File: src/rtl/cluster_clock_pkg.sv
// Shared types and helpers for the cluster clock divider.
package cluster_clock_pkg;

  localparam int unsigned DIV_WIDTH_DEF = 8;

  typedef enum logic {
    IDLE = 1'b0,
    RUN  = 1'b1
  } state_t;

  // Ratios below 2 cannot produce a high and a low phase, so they become 2.
  function automatic int unsigned clamp_div(input int unsigned n);
    return (n < 2) ? 2 : n;
  endfunction

endpackage

File: src/rtl/cluster_clock_divider.sv
// Programmable integer clock divider with period-boundary ratio change and
// enable/disable, plus a scan bypass at the output.
module cluster_clock_divider
  import cluster_clock_pkg::*;
#(
  parameter int unsigned DIV_WIDTH = DIV_WIDTH_DEF,
  parameter int unsigned DIV_INIT  = 2
) (
  input  logic                 clk_i,
  input  logic                 rst_i,
  input  logic                 en_i,
  input  logic                 test_mode_i,
  input  logic                 div_valid_i,
  input  logic [DIV_WIDTH-1:0] div_i,
  output logic                 div_ready_o,
  output logic                 clk_o,
  output logic                 running_o
);

  typedef logic [DIV_WIDTH-1:0] div_t;
  typedef logic [DIV_WIDTH:0]   half_t;

  localparam div_t  DIV_ONE  = div_t'(1);
  localparam half_t HALF_ONE = half_t'(1);

  // High-phase length; one bit wider so the maximum ratio cannot overflow.
  function automatic half_t half_ceil(input div_t n);
    return ({1'b0, n} + HALF_ONE) >> 1;
  endfunction

  state_t state_q, state_d;
  div_t   cnt_q, cnt_d;
  div_t   div_q, div_d;
  div_t   pend_div_q, pend_div_d;
  logic   pend_q, pend_d;
  logic   clk_q, clk_d;

  logic   boundary;
  logic   apply;

  always_ff @(posedge clk_i or posedge rst_i) begin
    if (rst_i) begin
      state_q    <= IDLE;
      cnt_q      <= '0;
      div_q      <= div_t'(DIV_INIT);
      pend_q     <= 1'b0;
      pend_div_q <= div_t'(DIV_INIT);
      clk_q      <= 1'b0;
    end else begin
      state_q    <= state_d;
      cnt_q      <= cnt_d;
      div_q      <= div_d;
      pend_q     <= pend_d;
      pend_div_q <= pend_div_d;
      clk_q      <= clk_d;
    end
  end

  always_comb begin
    state_d    = state_q;
    cnt_d      = cnt_q;
    div_d      = div_q;
    pend_d     = pend_q;
    pend_div_d = pend_div_q;
    clk_d      = clk_q;

    boundary = (state_q == RUN) && (cnt_q == (div_q - DIV_ONE));
    apply    = pend_q && ((state_q == IDLE) || boundary);

    // Apply needs pend_q set and a transfer needs it clear, so the two never
    // collide; a transfer on a boundary edge therefore waits a full period.
    if (apply) begin
      div_d  = pend_div_q;
      pend_d = 1'b0;
    end else if (div_valid_i && !pend_q) begin
      pend_d     = 1'b1;
      pend_div_d = div_t'(clamp_div(32'(div_i)));
    end

    case (state_q)
      IDLE: begin
        cnt_d = '0;
        clk_d = 1'b0;
        if (en_i) begin
          state_d = RUN;
          clk_d   = 1'b1;
        end
      end
      RUN: begin
        if (boundary) begin
          cnt_d = '0;
          if (en_i) begin
            clk_d = 1'b1;
          end else begin
            state_d = IDLE;
            clk_d   = 1'b0;
          end
        end else begin
          cnt_d = cnt_q + DIV_ONE;
          clk_d = ({1'b0, cnt_d} < half_ceil(div_d));
        end
      end
      default: begin
        state_d = IDLE;
        cnt_d   = '0;
        clk_d   = 1'b0;
      end
    endcase
  end

  assign div_ready_o = !pend_q;
  assign running_o   = (state_q == RUN);
  assign clk_o       = test_mode_i ? clk_i : clk_q;

endmodule

File: config.mk
export PLATFORM = sky130hd
export DESIGN_NAME = cluster_clock_divider
export DESIGN_NICKNAME = d
export VERILOG_FILES = /design/src/rtl/cluster_clock_pkg.sv /design/src/rtl/cluster_clock_divider.sv
export SDC_FILE = /design/constraint.sdc
export NUM_CORES = 1
export LEC_CHECK = 0
export BUFFER_PORTS_ARGS = -buffer_cell sky130_fd_sc_hd__clkbuf_2
export CAP_MARGIN = 30
export CORE_MARGIN = 5
export CORE_UTILIZATION = 45
export DETAILED_ROUTE_END_ITERATION = 16
export HOLD_SLACK_MARGIN = 0.12
export PLACE_DENSITY = 0.7
export SYNTH_ARGS = -nofsm -noshare
export SYNTH_HDL_FRONTEND = slang
export SYNTH_SLANG_ARGS = --single-unit
File: constraint.sdc
create_clock -name clk_i -period 9.2 [get_ports clk_i]
set_input_delay 0 -clock clk_i [delete_from_list [all_inputs] [get_ports clk_i]]
set_output_delay 0 -clock clk_i [all_outputs]
set_load 0.005 [all_outputs]
==> impl_metrics.yaml <==
layout:
  diodes: 0
  fin_area_um2: 2180
  finalNetCount: 249
  drive_gt1_share_pct: 15.6
  syn2layout_area_growth_pct: 27.6
  stdcell_count: 273
pwr:
  p_leak_nw: 1.04
  powerDensity_nw_per_um2: 112
  finalPower_w: 0.000244
  ir_worst_vdd_uv: 83.6
detailed_routing:
  ant_nets: 0
  wl_per_cell_um: 14.7
  first_pass_iters: 4
  drt-total-wl_um: 4000
  vias_per_cell: 5.24
  drtIter0Drc: 51
  drc: 0
  vias: 1430
worst_setup_path:
  cp.arrival_ns: 5.19
  criticalPathCategory: "clk -> out"
  crit_fanout: 2
  r2r-end: "clk_q"
  r2r_cells: 16
  cp_data_required_time_ns: 9.20
  start_kind: "clock port"
  r2r_setup_slack_ns: 4.90
  crit_path_end_kind: "output pin"
  r2r-start: "div_q[1]"
clock_tree:
  cts_tree: "yes"
  clk_transition_reported_paths_ns: 0.09
  post-cts-setup-buffers: 0
  clk_latency_ns: 0.38
place:
  place_area_um2: 1860
  place_inst: 242
  dpl.hpwl_um: 2730
  port_buffers: 15
  place_congestion: 0.887
timing:
  fin_tns_setup_ns: 0
  worstMarginPinSlew_ns: 0.924
  final.setup_skew_ns: 0.00272
  slew_viol_final: 0
  slew_headroom_pct: 38.2
  setup_viol: 0
  finalHoldViolations: 0
  rsz0062_at_grt: "no"
synthesis:
  synthTopCellsByArea: "dfrtp_1 37%, xnor2_1 8.2%, ha_1 7.3%, nand2_1 6.1%, mux2_2 4.6%"
  avgSynthCellArea_um2: 9.30
  ys_seq_area_share_pct: 39.6
  synth_cell_types: 32
  netlist_area_um2: 1710
  postSynthCellCount: 184
  synthTopCellsByCount: "28 x nand2_1, 25 x dfrtp_1, 16 x xnor2_1"
  yosysTopAreaCell: "dfrtp_1"
  synth_flop_cell: "dfrtp_1"
  yosys_register_bits: 27
  synth.most_common_cell: "nand2_1"
  synth-edff-count: 0
  synth_top_area_share_pct: 36.5
  ys_async_sr_fraction_pct: 100
  synth_fp_nets: 207
  yosys_warnings: 0
die:
  fp-row-count: 22
  initial_core_util_pct: 46.8
  die_w_um: 71.7
  dieArea_um2: 5140
  core_area_um2: 3660
  die_h_um: 71.7
  io_pins: 16
status:
  status: "complete, no violations"
global_routing:
  grt_max_degree: 19
  track_usage_pct: 17.5
  grt_pass1_vias: 1492
  antenna_found_initial: 0
  grt_pass1_wl_um: 6930
  overflow: 0
flow_run:
  cap_violations: 0
worst_hold_path:
  min_path_type: "in -> async"
## critical path: stages
cell and delay (ns):
clkbuf_8 0.11, clkbuf_8 0.12, mux2_2 0.26, clkbuf_2 0.11
## registers in the layout, indices dropped and copies added (netlist names)
signal	flops
pend_q	1
running_o	1
div_q	8
cnt_q	8
pend_div_q	8
clk_q	1
## power breakdown
group          leakage (nW)  switching (W)  internal (W)
logic                 0.646     0.00000618    0.00000922
clock network        0.0536      0.0000442     0.0000619
registers             0.339     0.00000194      0.000120
## layer usage
metal | part of all wire [%] | GRT usage, % | wire length (um) | vias to the layer above
li1 | - | - | - | 703
met1 | 45 | 21.0 | 1810 | 680
met2 | 48 | 28.6 | 1940 | 36
met3 | 2.9 | 2.81 | 117 | 11
met4 | 3.5 | 11.7 | 138 | 0
met5 | 0 | 0 | 0 | -
## cell usage in the layout (no fill, tap or decap), types with 3 or more instances in the layout
cell type,Yosys,routed
a21oi_1,5,5
and3_1,5,5
clkbuf_2,0,15
clkbuf_8,0,6
dfrtp_1,25,25
dlygate4sd3_1,0,24
ha_1,10,10
inv_1,7,7
mux2_2,7,7
mux2i_1,3,3
nand2_1,28,28
nand3_1,11,11
nor2_1,12,12
nor2b_1,7,7
nor3_1,3,3
o21ai_0,9,9
xnor2_1,16,16
xor2_1,9,9
## area by class of cell
cell class / count / area (um^2)
fillers: 300 / 1480
multi-input cells: 143 / 983
flip-flops and latches: 27 / 678
repair buffers: 40 / 345
clock buffers: 8 / 91.3
well taps: 48 / 60.1
inverters: 7 / 26.3
## stage by stage
step           hold WS [ns]  setup WS (ns)  util (%)
4_1_cts               0.154           4.00      59.7
5_1_grt               0.184           3.98      59.7
3_5_place_dp         0.0145           4.26      50.8
3_3_place_gp          0.194           4.26      49.8
2_1_floorplan        0.0512           4.35         -
6_report              0.143           4.01      59.7
## cell families (layout without fill, tap and decap cells)
family | Yosys count | in the layout | share of synthesized area, %
buffers and inverters | 14 | 55 | 3.36
and+or+nand+nor | 74 | 74 | 20.3
DFF | 27 | 27 | 39.6
adders and majority gates | 10 | 10 | 7.31
muxes | 10 | 10 | 6.36
xor gates and xnor gates | 25 | 25 | 12.8
AOI/OAI and AO/OA | 24 | 24 | 10.2
## timing repair
action / CTS / global route
gates resized for setup: 0 / 0
hold buffers: 24 / 0
endpoints found under the hold margin: 36 / 0
## worst max-delay path by stage
stage	endpoint	cells past startpoint	slack, ns	start
2_1_floorplan	clk_o	1	4.35	clk_i
3_3_place_gp	clk_o	2	4.26	clk_i
3_5_place_dp	clk_o	2	4.26	clk_i
4_1_cts	clk_o	4	4.00	clk_i
5_1_grt	clk_o	4	3.98	clk_i
6_report	clk_o	4	4.01	clk_i
No activity file was read; power rests on OpenSTA's default activity.
